<file path="config.mk">
export PLATFORM = sky130hd
export DESIGN_NAME = fsk_encode
export DESIGN_NICKNAME = d
export VERILOG_FILES = /design/src/rtl/fsk_encode.sv
export SDC_FILE = /design/constraint.sdc
export NUM_CORES = 1
export LEC_CHECK = 0
export ABC_CLOCK_PERIOD_IN_PS = 1900
export BUFFER_PORTS_ARGS = -buffer_cell sky130_fd_sc_hd__buf_2
export CAP_MARGIN = 15
export CORE_ASPECT_RATIO = 0.8
export CORE_MARGIN = 2
export CORE_UTILIZATION = 58
export DETAILED_ROUTE_END_ITERATION = 16
export PLACE_DENSITY = 0.79
export SLEW_MARGIN = 25
export SYNTH_ARGS = -nofsm -noshare
export SYNTH_HDL_FRONTEND = slang
export SYNTH_SLANG_ARGS = --single-unit
</file>
<file path="constraint.sdc">
create_clock -name clk -period 1.9 [get_ports clk]
set_input_delay 0.19 -clock clk [delete_from_list [all_inputs] [get_ports clk]]
set_output_delay 0.19 -clock clk [all_outputs]
set_load 0.01 [all_outputs]
</file>
<file path="src/rtl/fsk_encode.sv">
// FSK modulator: serialises a latched frame MSB first, each bit a square wave
// whose period (DIV0 or DIV1 carrier ticks) depends on the bit value.
module fsk_encode #(
    parameter int FRAME_BITS = 96,
    parameter int DIV0       = 8,
    parameter int DIV1       = 10,
    parameter int BIT_CYCLES = 50
) (
    input  logic                  clk,
    input  logic                  reset,
    input  logic                  sq_wv,
    input  logic [FRAME_BITS-1:0] frame_in,
    input  logic                  load,
    input  logic                  repeat_frame,
    output logic                  fsk_out,
    output logic                  bit_out,
    output logic                  busy,
    output logic                  frame_done,
    output logic                  state_dbg
);

    localparam int DIV_MAX = (DIV0 > DIV1) ? DIV0 : DIV1;
    localparam int CYC_W   = $clog2(BIT_CYCLES);
    localparam int SUB_W   = $clog2(DIV_MAX);
    localparam int IDX_W   = $clog2(FRAME_BITS);

    localparam logic [CYC_W-1:0] CYC_LAST = CYC_W'(BIT_CYCLES - 1);
    localparam logic [IDX_W-1:0] IDX_LAST = IDX_W'(FRAME_BITS - 1);
    localparam logic [SUB_W-1:0] P0_LAST  = SUB_W'(DIV0 - 1);
    localparam logic [SUB_W-1:0] P1_LAST  = SUB_W'(DIV1 - 1);
    localparam logic [SUB_W-1:0] P0_HALF  = SUB_W'(DIV0 / 2);
    localparam logic [SUB_W-1:0] P1_HALF  = SUB_W'(DIV1 / 2);

    typedef enum logic {IDLE = 1'b0, SEND = 1'b1} state_t;

    state_t state;
    state_t state_next;

    logic [1:0]            sync_q;
    logic                  edge_q;
    logic                  tick;
    logic [FRAME_BITS-1:0] frame_reg;
    logic [FRAME_BITS-1:0] shreg;
    logic [CYC_W-1:0]      cyc;
    logic [SUB_W-1:0]      sub;
    logic [IDX_W-1:0]      bit_idx;

    logic                  last_cyc;
    logic                  last_bit;
    logic                  frame_end;
    logic [SUB_W-1:0]      period_last;
    logic [SUB_W-1:0]      period_half;

    // Carrier tick: 2-flop synchroniser, edge detect, registered pulse.
    always_ff @(posedge clk) begin
        if (reset) begin
            sync_q <= 2'b00;
            edge_q <= 1'b0;
            tick   <= 1'b0;
        end else begin
            sync_q <= {sync_q[0], sq_wv};
            edge_q <= sync_q[1];
            tick   <= sync_q[1] & ~edge_q;
        end
    end

    always_ff @(posedge clk) begin
        if (reset) begin
            state <= IDLE;
        end else begin
            state <= state_next;
        end
    end

    always_comb begin
        state_next = state;
        case (state)
            IDLE: if (load) state_next = SEND;
            SEND: if (frame_end && !repeat_frame) state_next = IDLE;
            default: state_next = IDLE;
        endcase
    end

    always_comb begin
        busy        = (state == SEND);
        state_dbg   = (state == SEND);
        bit_out     = shreg[FRAME_BITS-1];
        last_cyc    = (cyc == CYC_LAST);
        last_bit    = (bit_idx == IDX_LAST);
        frame_end   = (state == SEND) && tick && last_cyc && last_bit;
        period_last = bit_out ? P1_LAST : P0_LAST;
        period_half = bit_out ? P1_HALF : P0_HALF;
    end

    always_ff @(posedge clk) begin
        if (reset) begin
            fsk_out    <= 1'b0;
            frame_done <= 1'b0;
            frame_reg  <= '0;
            shreg      <= '0;
            cyc        <= '0;
            sub        <= '0;
            bit_idx    <= '0;
        end else begin
            frame_done <= frame_end;
            case (state)
                IDLE: begin
                    fsk_out <= 1'b0;
                    if (load) begin
                        frame_reg <= frame_in;
                        shreg     <= frame_in;
                        cyc       <= '0;
                        sub       <= '0;
                        bit_idx   <= '0;
                    end
                end
                SEND: begin
                    if (tick) begin
                        fsk_out <= (sub < period_half);
                        if (last_cyc) begin
                            // Phase restarts at every bit; the trailing partial period stays as generated.
                            cyc <= '0;
                            sub <= '0;
                            if (last_bit) begin
                                bit_idx <= '0;
                                shreg   <= repeat_frame ? frame_reg : (shreg << 1);
                            end else begin
                                bit_idx <= bit_idx + 1'b1;
                                shreg   <= shreg << 1;
                            end
                        end else begin
                            cyc <= cyc + 1'b1;
                            sub <= (sub == period_last) ? '0 : sub + 1'b1;
                        end
                    end
                end
                default: fsk_out <= 1'b0;
            endcase
        end
    end

endmodule
</file>
# ---- Word level (Yosys, flattened, before mapping)
# Index checks and enable logic that the tools add are counted.
dict set report totals {
  register_bits 216
  in_bits 101
  output_inout_bits 5
  elab_cells 59
}
dict set report classes {
  add_sub_neg 3
  magnitude_cmp 1
  eq_ne 6
  mux 27
  n_bitwise 3
  n_reduce_logical 8
}
# cell n
set ops {}
lappend ops {{96-bit 2-to-1 mux} 5}
lappend ops {{96-bit one-hot mux with 2 select lines} 1}
lappend ops {{7-bit 2-to-1 mux} 4}
lappend ops {{4-bit 2-to-1 mux} 5}
lappend ops {{6-bit 2-to-1 mux} 3}
lappend ops {{7-bit one-hot mux with 2 select lines} 1}
lappend ops {{6-bit one-hot mux with 2 select lines} 1}
lappend ops {{4-bit one-hot mux with 2 select lines} 1}
lappend ops {{7-bit by 1-bit adder with 7-bit output, second input constant} 1}
lappend ops {{7-bit equality test, second input constant} 1}
lappend ops {{6-bit by 1-bit adder with 6-bit output, second input constant} 1}
lappend ops {{6-bit equality test, second input constant} 1}
lappend ops {{4-bit by 1-bit adder with 4-bit output, second input constant} 1}
lappend ops {{4-bit equality test} 1}
lappend ops {{1-bit logical AND} 4}
lappend ops {{4-bit by 3-bit < comparator with 1-bit output} 1}
lappend ops {{1-bit 2-to-1 mux} 4}
lappend ops {{2-bit by 1-bit inequality test with 1-bit output, second input constant} 2}
lappend ops {{1-bit one-hot mux with 2 select lines} 2}
lappend ops {{2-bit AND reduction} 2}
lappend ops {{3-bit AND reduction} 1}
lappend ops {{2-bit inequality test, second input constant} 1}
lappend ops {{1-bit NOT} 2}
lappend ops {{1-bit bitwise AND} 1}
lappend ops {{1-bit zero test} 1}

# ---- Longest topological paths before layout
dict set report logic_depth {
  word_depth 6
  depth_mapped 8
  mapped_depth_nobuf 6
}

# ---- Worst setup path before layout
# OpenSTA, ideal clock, no wires.
dict set report synth_timing {
  kind {register -> register}
  start {reg bit_idx[0]}
  end {reg shreg[85]}
  setup_ns 0.144
  t_arrival_ns 1.556
  t_required_ns 1.756
  slack_ns 0.201
  path_stages_with_launch 9
  n_path_buf 3
  synth_period_minus_slack_ns 1.699
  path_cell_list {dfxtp_1 ha_1 and4_4 nand3_1 buf_2 buf_6 buf_6 mux2i_1 o221ai_2}
}
dict set report synth_via {
  elab_chain_cells 5
}
# item line_no
set synth_lines {}
lappend synth_lines {{from (decl)} 46} ;# logic [IDX_W-1:0] bit_idx;
lappend synth_lines {{from (signal assigned)} 128} ;# bit_idx <= bit_idx + 1'b1;
lappend synth_lines {{7-bit equality test} 89} ;# last_bit = (bit_idx == IDX_LAST);
lappend synth_lines {{96-bit 2-to-1 mux} 124} ;# if (last_bit) begin
lappend synth_lines {{96-bit 2-to-1 mux} 120} ;# if (last_cyc) begin
lappend synth_lines {{96-bit 2-to-1 mux} 118} ;# if (tick) begin
lappend synth_lines {{96-bit one-hot mux with 2 select lines} 106} ;# case (state)
lappend synth_lines {{to (signal assigned)} 111} ;# shreg <= frame_in;
lappend synth_lines {{to (signal assigned)} 126} ;# shreg <= repeat_frame ? frame_reg : (shreg << 1);
lappend synth_lines {{to (signal assigned)} 129} ;# shreg <= shreg << 1;
lappend synth_lines {{to (decl)} 43} ;# logic [FRAME_BITS-1:0] shreg;
# Every way passes these cells. The select of a mux whose other input is x is not followed.
# A chain may end at the register's enable or synchronous reset.

# ---- Final worst setup path
dict set report layout_timing {
  start {reg cyc[0]}
  end {reg bit_idx[4]}
}
dict set report layout_via {
  elab_chain_cells 3
}
# item line_no
set layout_lines {}
lappend layout_lines {{from (decl)} 44} ;# logic [CYC_W-1:0] cyc;
lappend layout_lines {{from (signal assigned)} 132} ;# cyc <= cyc + 1'b1;
lappend layout_lines {{6-bit equality test} 88} ;# last_cyc = (cyc == CYC_LAST);
lappend layout_lines {{2-bit by 1-bit inequality test with 1-bit output (no source line)} -}
lappend layout_lines {{3-bit AND reduction (no source line)} -}
# Every way passes these cells.

==> results.py <==
metrics = {
    "synthesis": {
        "ys_seq_area_frac": 0.461,
        "synthDistinctLibCells": 47,
        "synth_nets": 1092,
        "syn_area_per_cell_um2": 9.51,
        "ys.flop_type": "dfxtp_1",
        "synthArstFlopShare": 0,
        "synth.area.top_cells": "dfxtp_1 46%, mux2i_1 10%, nand2_1 8.2%",
        "synth-edff-count": 0,
        "synth_top_cell_by_area": "dfxtp_1",
        "synth-seq-cells": 216,
        "synth_warnings": 0,
        "synth_top_area_frac": 0.461,
        "netlist_instances": 987,
        "syn-cell-area_um2": 9390,
    },
    "status": {
        "outcome": "complete, no violations",
    },
    "final_layout": {
        "area_growth_pct": 27.2,
        "drive_above_1_share": 0.190,
        "regArea_um2": 4320,
        "final_net_count": 1256,
        "nFillCells": 1080,
        "layout_commonest_cell": "dfxtp_1",
        "mostFrequentLayoutCells": "216 x dfxtp_1, 203 x nand2_1, 104 x a21oi_1, 104 x buf_2, 97 x mux2i_1",
        "n_antenna_cell": 0,
        "multi_input_area_um2": 4630,
        "fin_util": 0.756,
        "design_area_um2": 11900,
    },
    "sta": {
        "period_share": 0.976,
        "finClkSkew_ns": 0.0115,
        "worstMarginPinSlew_ns": 0.519,
        "final-hold-violation-count": 0,
        "slew_headroom": 0.650,
        "fmax_mhz": 539,
        "finalCriticalPeriod_ns": 1.86,
        "slew_violations": 0,
        "fin_ws_ns": 0.0447,
        "tns_ns": 0,
        "setup_viol": 0,
    },
    "die": {
        "die_area_um2": 17200,
        "dieWidth_um": 146,
        "die_h_um": 118,
        "boundaryPins": 106,
        "num_rows": 41,
        "core_area_um2": 15800,
        "start_util": 0.594,
    },
    "detailed_routing": {
        "num_vias": 8003,
        "wl_per_cell_um": 16.7,
        "drt_drc_violations_left": 0,
        "top_layer_used": "met4",
        "wl_met1_um": 10400,
        "drt-total-wl_um": 23000,
        "drt_iter0_markers": 613,
        "drtPass1Iterations": 7,
        "route.met3.wl_um": 1190,
        "antenna_left": 0,
        "wl_met2_um": 10800,
        "viasPerCell": 5.81,
    },
    "cts": {
        "clkLatencyLatePin_ns": 0.50,
        "path_clk_slew_ns": 0.06,
        "clock_path_buffers": 3,
        "cts.sinks": 216,
        "cts-root-buf": "clkbuf_16",
        "htreeDepth": 1,
        "cts_tree": "done",
        "cts-buffers-inserted": 21,
    },
    "worst_setup_path": {
        "crit_fanout": 7,
        "cp_data_arrival_time_ns": 2.27,
        "crit_required_ns": 2.31,
        "startpoint_type": "flop",
        "crit_type": "reg2reg",
        "cp-end-kind": "flop",
    },
    "grt": {
        "grt_pass1_vias": 7502,
        "overflow": 0,
        "grt_first_pass_wirelength_um": 36600,
        "grt_use_total": 0.249,
        "grt_max_degree": 120,
        "antenna_found_initial": 0,
    },
    "worst_hold_path": {
        "hold_path.class": "in2reg",
    },
    "power_and_ir_drop": {
        "vdd.ir_drop.worst_mv": 0.545,
        "totalPowerFinal_mw": 10.5,
        "cellLeakagePower_nw": 5.06,
        "powerDensity_nw_per_um2": 882,
    },
    "flow_run": {
        "maxCapViolations": 0,
    },
    "placement": {
        "numPortBuffers": 105,
        "gp_congestion": 0.816,
        "hpwlAfterDp_um": 12400,
        "pre_cts_ws_ns": 0.0543,
        "place_area_um2": 10200,
    },
}
[stage by stage]
step	hold WS, ns	cells
floorplan	0.318	987
global placement	0.370	1248
detailed placement	0.384	1248
CTS	0.00139	1370
global route	0.0158	1378
finish	0.00859	1378
[path summary, 6_finish.rpt]
kind	slack (ns)	from	endpoint	cells past startpoint
hold / removal	0.009	frame_in[73]	frame_reg[73]	3
setup reg to reg	0.04	cyc[0]	bit_idx[4]	6
hold reg to reg	0.39	edge_q	tick	1
setup / recovery	0.04	cyc[0]	bit_idx[4]	6
[critical path, stage by stage (launching register included)]
cell      delay [ns]
dfxtp_1         0.39
ha_1            0.17
and4bb_4        0.33
a31oi_4         0.14
buf_4           0.18
or3_1           0.33
a211oi_2        0.24
[synth_stat cells, types with 2 or more instances]
master and n:
nor4bb_1 2, a21oi_1 104, nand4_1 3, mux2i_1 97
o21ai_0 2, buf_4 3, nand2_1 204, nand3b_1 96
inv_1 3, clkbuf_1 45, and3_1 2, buf_1 5
o221ai_2 30, nand2b_1 4, buf_6 13, a31oi_1 4
nor2b_1 6, o221ai_1 64, a41oi_1 2, nand4b_1 3
dfxtp_1 216, nor2_1 10, buf_2 26, nor3_1 4
ha_1 4, nand3_1 9, a311oi_1 6
[power by group]
| group | total, mW | internal (mW) | leakage (nW) | switching, mW |
|---|---|---|---|---|
| Sequential | 4.91 | 4.78 | 1.77 | 0.132 |
| Combinational | 1.10 | 0.539 | 2.92 | 0.561 |
| Clock | 4.52 | 2.79 | 0.365 | 1.73 |
| Total | 10.5 | 8.10 | 5.06 | 2.42 |
[cell type report]
cell class | instances | share of cell area
multi-input combinational | 677 | 0.388
sequential | 216 | 0.362
timing repair buffer | 232 | 0.165
clock buffer | 26 | 0.0472
tap | 215 | 0.0225
clock inverter | 9 | 0.0148
inverter | 3 | 0.000943
[metal layers]
metal	track usage	up-vias
met5	0	-
met4	0.0746	0
met3	0.0349	52
met2	0.417	249
met1	0.337	3776
li1	-	3926
[timing repair]
action | in CTS | in global routing
hold endpoints to repair | 89 | 0
endpoints found under the setup margin | 0 | 92
hold buffers | 87 | 0
resized for setup | 0 | 2
buffers inserted | 0 | 5
[cell families (layout without fill, tap and decap cells)]
| logic type | count (synthesis) | in the layout | share of synthesized area |
|---|---|---|---|
| and+or+nand+nor | 351 | 351 | 0.192 |
| AOI/OAI and AO/OA | 223 | 224 | 0.185 |
| DFF | 216 | 216 | 0.461 |
| muxes | 97 | 97 | 0.103 |
| buffers and inverters | 95 | 270 | 0.0531 |
| adders and majority gates | 4 | 4 | 0.00533 |
| xor gates and xnor gates | 1 | 1 | 0.000933 |
Note: power is estimated with default switching activity, not from simulation.
